$ cat config.mk
export PLATFORM = sky130hd
export DESIGN_NAME = jtag_avmm_regfile
export DESIGN_NICKNAME = d
export VERILOG_FILES = /design/src/rtl/jtag_avmm_regfile.sv
export SDC_FILE = /design/constraint.sdc
export NUM_CORES = 2
export LEC_CHECK = 0
export CORE_MARGIN = 8
export CORE_UTILIZATION = 64
export DETAILED_ROUTE_END_ITERATION = 8
export GPL_ROUTABILITY_DRIVEN = 1
export PLACE_DENSITY = 0.79
export SYNTH_ARGS = -nofsm -noshare
export SYNTH_HDL_FRONTEND = slang
export SYNTH_SLANG_ARGS = --single-unit
$ cat constraint.sdc
create_clock -name iCLK -period 4.1 [get_ports iCLK]
set_input_delay 1.23 -clock iCLK [delete_from_list [all_inputs] [get_ports iCLK]]
set_output_delay 1.23 -clock iCLK [all_outputs]
set_load 0.005 [all_outputs]
$ cat src/rtl/jtag_avmm_regfile.sv
// Avalon-MM burst slave for the JTAG-to-Avalon master, backed by a
// 32-bit register file with a registered user read port and write strobe.
module jtag_avmm_regfile #(
    parameter int pADDR_WIDTH  = 6,
    parameter int pBURST_WIDTH = 5
) (
    input  logic                    iCLK,
    input  logic                    iRESET,
    input  logic [31:0]             iADDRESS,
    input  logic                    iREAD,
    input  logic                    iWRITE,
    input  logic [31:0]             iWRITE_DATA,
    input  logic [3:0]              iBYTE_ENABLE,
    input  logic [pBURST_WIDTH-1:0] iBURST_COUNT,
    output logic                    oWAIT_REQUEST,
    output logic [31:0]             oREAD_DATA,
    output logic                    oREAD_DATAVALID,
    input  logic [pADDR_WIDTH-1:0]  iUSR_ADDR,
    output logic [31:0]             oUSR_DATA,
    output logic                    oUSR_WR_STROBE,
    output logic [pADDR_WIDTH-1:0]  oUSR_WR_ADDR
);
    localparam int DEPTH = 1 << pADDR_WIDTH;
    localparam logic [pBURST_WIDTH-1:0] BONE = pBURST_WIDTH'(1);
    localparam logic [pADDR_WIDTH-1:0]  AONE = pADDR_WIDTH'(1);

    typedef enum logic [1:0] {
        IDLE,
        WBURST,
        RBURST
    } state_t;

    state_t                  state_q, state_d;
    logic [pBURST_WIDTH-1:0] remain_q, remain_d;
    logic [pADDR_WIDTH-1:0]  rd_idx_q, rd_idx_d;
    logic [31:0]             rd_data_q, rd_data_d;
    logic                    rd_valid_q, rd_valid_d;
    logic [31:0]             usr_data_q, usr_data_d;
    logic                    wr_strobe_q, wr_strobe_d;
    logic [pADDR_WIDTH-1:0]  wr_addr_q, wr_addr_d;

    logic [31:0]             mem [DEPTH];
    logic                    wr_en;
    logic                    mem_we;
    logic [pADDR_WIDTH-1:0]  wr_idx;
    logic [pADDR_WIDTH-1:0]  cmd_idx;
    logic [pBURST_WIDTH-1:0] cmd_beats;
    logic                    unused_addr;

    assign cmd_idx     = iADDRESS[pADDR_WIDTH+1:2];
    assign cmd_beats   = (iBURST_COUNT == '0) ? BONE : iBURST_COUNT;
    assign unused_addr = ^{iADDRESS[31:pADDR_WIDTH+2], iADDRESS[1:0]};
    // A write presented while reset is held must never reach the array.
    assign mem_we      = wr_en & ~iRESET;

    // Next-state, beat counting and read/write data path selection.
    always_comb begin
        state_d     = state_q;
        remain_d    = remain_q;
        rd_idx_d    = rd_idx_q;
        rd_data_d   = rd_data_q;
        rd_valid_d  = 1'b0;
        wr_en       = 1'b0;
        wr_idx      = wr_addr_q + AONE;
        wr_strobe_d = 1'b0;
        wr_addr_d   = wr_addr_q;
        usr_data_d  = mem[iUSR_ADDR];
        unique case (state_q)
            IDLE: begin
                if (iWRITE) begin
                    // Write has priority; a simultaneous read is dropped.
                    wr_en  = 1'b1;
                    wr_idx = cmd_idx;
                    if (cmd_beats != BONE) begin
                        state_d  = WBURST;
                        remain_d = cmd_beats - BONE;
                    end
                end else if (iREAD) begin
                    rd_data_d  = mem[cmd_idx];
                    rd_valid_d = 1'b1;
                    rd_idx_d   = cmd_idx + AONE;
                    remain_d   = cmd_beats - BONE;
                    state_d    = RBURST;
                end
            end
            WBURST: begin
                if (iWRITE) begin
                    wr_en    = 1'b1;
                    remain_d = remain_q - BONE;
                    if (remain_q == BONE) begin
                        state_d = IDLE;
                    end
                end
            end
            RBURST: begin
                if (remain_q == '0) begin
                    state_d = IDLE;
                end else begin
                    rd_data_d  = mem[rd_idx_q];
                    rd_valid_d = 1'b1;
                    rd_idx_d   = rd_idx_q + AONE;
                    remain_d   = remain_q - BONE;
                end
            end
            default: begin
                state_d = IDLE;
            end
        endcase
        if (wr_en) begin
            wr_strobe_d = 1'b1;
            wr_addr_d   = wr_idx;
        end
    end

    // Control and output registers; array contents survive reset.
    always_ff @(posedge iCLK or posedge iRESET) begin
        if (iRESET) begin
            state_q     <= IDLE;
            remain_q    <= '0;
            rd_idx_q    <= '0;
            rd_data_q   <= '0;
            rd_valid_q  <= 1'b0;
            usr_data_q  <= '0;
            wr_strobe_q <= 1'b0;
            wr_addr_q   <= '0;
        end else begin
            state_q     <= state_d;
            remain_q    <= remain_d;
            rd_idx_q    <= rd_idx_d;
            rd_data_q   <= rd_data_d;
            rd_valid_q  <= rd_valid_d;
            usr_data_q  <= usr_data_d;
            wr_strobe_q <= wr_strobe_d;
            wr_addr_q   <= wr_addr_d;
        end
    end

    // Byte-masked array write.
    always_ff @(posedge iCLK) begin
        if (mem_we) begin
            for (int b = 0; b < 4; b++) begin
                if (iBYTE_ENABLE[b]) begin
                    mem[wr_idx][8*b +: 8] <= iWRITE_DATA[8*b +: 8];
                end
            end
        end
    end

    assign oWAIT_REQUEST   = (state_q == RBURST);
    assign oREAD_DATA      = rd_data_q;
    assign oREAD_DATAVALID = rd_valid_q;
    assign oUSR_DATA       = usr_data_q;
    assign oUSR_WR_STROBE  = wr_strobe_q;
    assign oUSR_WR_ADDR    = wr_addr_q;
endmodule
### Yosys cells after proc, flatten, opt, wreduce, memory -nomap -nowiden

Memory sizes are Yosys's and may differ from the RTL's. A register that Yosys moved wholly into a read port is not among the register bits.
Index checks and enable logic that the tools add are counted.

| storage, ports and cells | value |
|---|---|
| output and inout bits | 73 |
| memories kept | 1 |
| flip-flop bits (word level) | 53 |
| word-level logic and storage cells | 79 |
| bits of input ports | 83 |
| bits in writable memories | 2,048 |

| cells by class | value |
|---|---|
| multiplexer cells | 43 |
| $add $sub $neg | 5 |
| equal/unequal tests | 12 |
| bitwise logic cells | 2 |
| reduce and logical (&&, ||, !) cells | 9 |

Memories:

| name | words | width | rd ports | clocked after Yosys merged registers in | write ports | line | RTL |
|---|---|---|---|---|---|---|---|
| mem | 64 | 32 | 3 | 1 | 1 | 42 | `logic [31:0] mem [DEPTH];` |

Operator list:

| cell | number |
|---|---|
| 32-bit 2-to-1 mux | 3 |
| 32-bit case mux with 2 select lines | 1 |
| 5-bit 2-to-1 mux | 6 |
| 6-bit 2-to-1 mux | 5 |
| 6-bit by 1-bit adder with 6-bit output, second input constant | 3 |
| 1-bit 2-to-1 mux | 18 |
| 5-bit case mux with 3 select lines | 1 |
| 2-bit 2-to-1 mux | 6 |
| 6-bit case mux with 2 select lines | 1 |
| 5-bit logical NOT | 2 |
| 2-bit != test, second input constant | 5 |
| 5-bit AND reduction | 2 |
| 5-bit by 1-bit subtractor with 5-bit output, second input constant | 2 |
| 3-bit != test, second input constant | 2 |
| 2-bit case mux with 3 select lines | 1 |
| 5-bit by 1-bit == test with 1-bit output, second input constant | 1 |
| 5-bit by 1-bit != test with 1-bit output, second input constant | 1 |
| 4-bit AND reduction | 1 |
| 3-bit nonzero test | 1 |
| 2-bit by 1-bit == test with 1-bit output, second input constant | 1 |
| 2-bit == test, second input constant | 1 |
| 2-bit logical NOT | 1 |
| 2-bit by 1-bit != test with 1-bit output, second input constant | 1 |
| 1-bit case mux with 2 select lines | 1 |
| other kinds (4) | 4 |

### Depth between registers and ports, before layout

| depth | value |
|---|---|
| word-level depth | 6 |
| mapped depth | 13 |
| mapped depth without buffers | 10 |

### Worst setup path before layout

OpenSTA, ideal clock, no wires.

| timing path | value |
|---|---|
| path kind | input to register |
| start | input iADDRESS[2] |
| end | memory mem[10][0] (enable) |
| buffers on the path | 7 |
| cell stages on the path | 11 |
| data required time | 3.730 ns |
| library setup time | 0.370 ns |
| data arrival time | 3.344 ns |
| slack | 0.386 ns |
| cells stage by stage | buf_6 -> buf_12 -> buf_12 -> buf_6 -> buf_6 -> buf_6 -> buf_6 -> o21a_1 -> nor3_1 -> nand2_1 -> nor2_1 |

| between the ends | value |
|---|---|
| longest elaborated chain between the ends | 2 |

Ends and longest elaborated chain:

| item | line | RTL |
|---|---|---|
| start: declaration | 9 | `input logic [31:0] iADDRESS,` |
| 6-bit 2-to-1 mux | 70 | `if (iWRITE) begin` |
| 6-bit 2-to-1 mux | 68 | `unique case (state_q)` |
| end: declaration | 42 |  |

No other way between the ends.

### Final worst setup path

| timing path | value |
|---|---|
| start | register state_q[0] |
| end | output oWAIT_REQUEST |

| between the ends | value |
|---|---|
| longest elaborated chain between the ends | 1 |

Ends and longest elaborated chain:

| item | line | RTL |
|---|---|---|
| start: declaration | 33 | `state_t state_q, state_d;` |
| start signal: assignment | 127 | `state_q <= state_d;` |
| 2-bit == test | 149 | `assign oWAIT_REQUEST = (state_q == RBURST);` |
| end: declaration | 15 | `output logic oWAIT_REQUEST,` |

No other way between the ends.

==> impl_metrics.tcl <==
set metrics [dict create \
    hold_viol 0 \
    max_slew_margin_pct 13.4 \
    syn_nets 6408 \
    power_mw 67.5 \
    core_um2 180000 \
    die_area_um2 194000 \
    dr.pass1.iters 7 \
    fin_skew_ns 0.0315 \
    grt-ovfl-total 0 \
    hpwl_um 259000 \
    setup_viol 0 \
    r2r_start "rd_idx_q[1]" \
    worstHoldEndpoint "state_q[1]" \
    syn-cell-area_um2 116000 \
    yosysWarnings 0 \
    cts_setup_buffers 0 \
    area.growth.synth_to_final_pct 13.3 \
    grt_pass1_wl_um 555000 \
    cp_cell_sequence "inv_1, ha_2, buf_12, clkdlybuf4s50_1" \
    crit_buf_inv 3 \
    final_max_slew_viol_count 0 \
    synth-seq-cells 2133 \
    p_leak_nw 42.5 \
    synth_ff_type "edfxtp_1" \
    wire_per_inst_um 41.7 \
    fillers 10300 \
    critPathTopFamily "buffers and inverters" \
    cts.sink_count 2133 \
    vdd_drop_max_mv 0.519 \
    synthCells 6314 \
    maxCapViolCount 0 \
    cts_tree "yes" \
    cp_slowest_stage_delay_ns 0.57 \
    worstSetupPathType "reg -> out" \
    holdPathStages 2 \
    synth-edff-count 2048 \
    status "finished, final reports clean" \
    wl_met2_um 173000 \
    start_util_pct 64.1 \
    yosys.cell_count.top_type "edfxtp_1" \
    track_usage_pct 40.1 \
    die_h_um 441 \
    finalCriticalPeriod_ns 3.93 \
    cts_root_buf "clkbuf_16" \
    drt_iter0_drc 14200 \
    async_flop_share_pct 3.98 \
    highest_layer "met5" \
    critPathLaunchType "register" \
    ant_nets 0 \
    route.detailed.drc 0 \
    rows 156 \
    endpoint_kind "output port" \
    drive_gt1_share_pct 38.4 \
    cts-htree-levels 4 \
    critPathArrivalTime_ns 2.70 \
    grt_max_degree 92 \
    max_freq_ghz 0.255 \
    clk_latency_ns 0.90 \
    routed_wl_um 390000 \
    globalplace.congestion 0.956 \
    finalNetCount 6878 \
    crit_required_ns 2.87 \
    hold_slack_ns 0.557 \
    powerDensity_nw_per_um2 516 \
    reg2regPathDepth 7 \
    grt_pass1_vias 76700 \
    synth_common_cells "edfxtp_1, mux4_2, mux2i_1" \
    die_x_um 441 \
    clk_pin_slew_ns 0.07 \
    period_share_pct 95.8 \
    cpMaxStageDelayCell "clkdlybuf4s50_1" \
    synth_cell_types 67 \
    wl_met3_um 65200 \
    tightest_slew_ns 1.30 \
    vias 76900 \
    cts_resized 0 \
    finish.utilization_pct 72.7 \
    pin_count 156 \
    yosysTopAreaCellShare_pct 53.2 \
    hold_buffers 0 \
    synth_seq_area_share_pct 55.1 \
    port_buffers 129 \
    rrSetupSlack_ns 0.60 \
    hold_start "state_q[1]" \
    wl_met1_um 119000 \
    synth_top_area_cell "edfxtp_1" \
    avgSynthCellArea_um2 18.3 \
    reg2reg_to "oREAD_DATA[11]" \
    fin_area_um2 131000 \
    cts_made_buffers 216 \
    clk_path_buf_depth 3 \
    place_area_um2 124000 \
    grt_antenna_before_repair 38 \
    via_per_inst 8.21 \
    fin_tns_setup_ns 0 \
    holdCritPathClass "reg -> reg" \
    synthTopCellsByArea "edfxtp_1, mux4_2, mux2i_1" \
    rsz0062_at_grt "false" \
    cp_max_fo 44 \
]
==> power by group <==
part / switching, mW / leakage [nW] / total, mW / internal, mW
clock: 8.74 / 3.47 / 20.1 / 11.3
combinational: 13.2 / 19.7 / 22.2 / 8.97
sequential: 0.922 / 19.4 / 25.3 / 24.4
==> flip-flops by register name, summed over array words and instances (netlist names) <==
name,count
mem,2048
oREAD_DATA,32
oREAD_DATAVALID,1
oUSR_DATA,32
oUSR_WR_ADDR,6
oUSR_WR_STROBE,1
rd_idx_q,6
remain_q,5
state_q,2
==> metrics by stage <==
step / worst slack [ns] / instances
floorplan: 0.386 / 6314
global route: 0.135 / 9348
CTS: 0.177 / 9345
finish: 0.171 / 9363
detailed placement: 0.102 / 8936
global placement: 0.125 / 8936
==> area by class of cell <==
cell class	instances	area (um^2)	area share, %
Multi-Input combinational cell	3583	48800	37.2
Timing Repair Buffer	830	8330	6.36
Clock inverter	148	1340	1.02
Tap cell	2370	2970	2.26
Sequential cell	2133	63600	48.6
Antenna cell	18	45.0	0.0344
Inverter	20	97.6	0.0745
Clock buffer	261	5740	4.39
==> kinds of logic after synthesis <==
| logic type | after synthesis | share of synthesized area (%) |
|---|---|---|
| buffers and inverters | 598 | 2.78 |
| and+or+nand+nor | 789 | 2.96 |
| adders and majority gates | 11 | 0.119 |
| DFF | 2133 | 55.1 |
| muxes | 2088 | 34.9 |
| xor gates and xnor gates | 6 | 0.0455 |
| AOI/OAI and AO/OA | 689 | 4.10 |
==> per-layer routing <==
metal / vias up / GRT usage (%)
met3: 1776 / 14.8
met5: - / 0
li1: 28600 / -
met1: 38900 / 50.8
met2: 7584 / 59.3
met4: 32 / 25.4
==> worst reg2reg max path, cell delays in order, from the launching register on <==
cell and delay [ns]:
dfrtp_4 0.85, buf_4 0.58, buf_4 0.52, mux4_2 0.40, a22oi_1 0.20, a21oi_1 0.10
nor4_1 0.55, a21oi_1 0.15
==> layout by cell type, fill, tap and decap left out, types with 25 or more instances in the layout <==
| cell type | instances |
|---|---|
| mux4_2 | 1552 |
| nor2_1 | 344 |
| mux2i_1 | 519 |
| or3_1 | 25 |
| nand3_1 | 30 |
| o22ai_1 | 114 |
| clkinv_2 | 56 |
| buf_12 | 154 |
| clkbuf_16 | 222 |
| clkbuf_1 | 35 |
| o21ai_0 | 65 |
| clkdlybuf4s50_1 | 86 |
| a21oi_1 | 164 |
| buf_2 | 34 |
| nor3_1 | 96 |
| nand2_1 | 193 |
| o221ai_1 | 190 |
| dfrtp_1 | 81 |
| edfxtp_1 | 2048 |
| a22oi_1 | 38 |
| clkinv_1 | 45 |
| buf_4 | 549 |
==> how the worst max path moves through the flow <==
stage                     to  cells past startpoint   startpoint
2_1_floorplan     mem[10][0]                     11  iADDRESS[2]
3_3_place_gp   oREAD_DATA[1]                      7       iWRITE
3_5_place_dp   oREAD_DATA[1]                      7       iWRITE
4_1_cts        oWAIT_REQUEST                      4   state_q[0]
5_1_grt        oWAIT_REQUEST                      4   state_q[0]
6_report       oWAIT_REQUEST                      4   state_q[0]
Note: power is estimated with default switching activity, not from simulation.
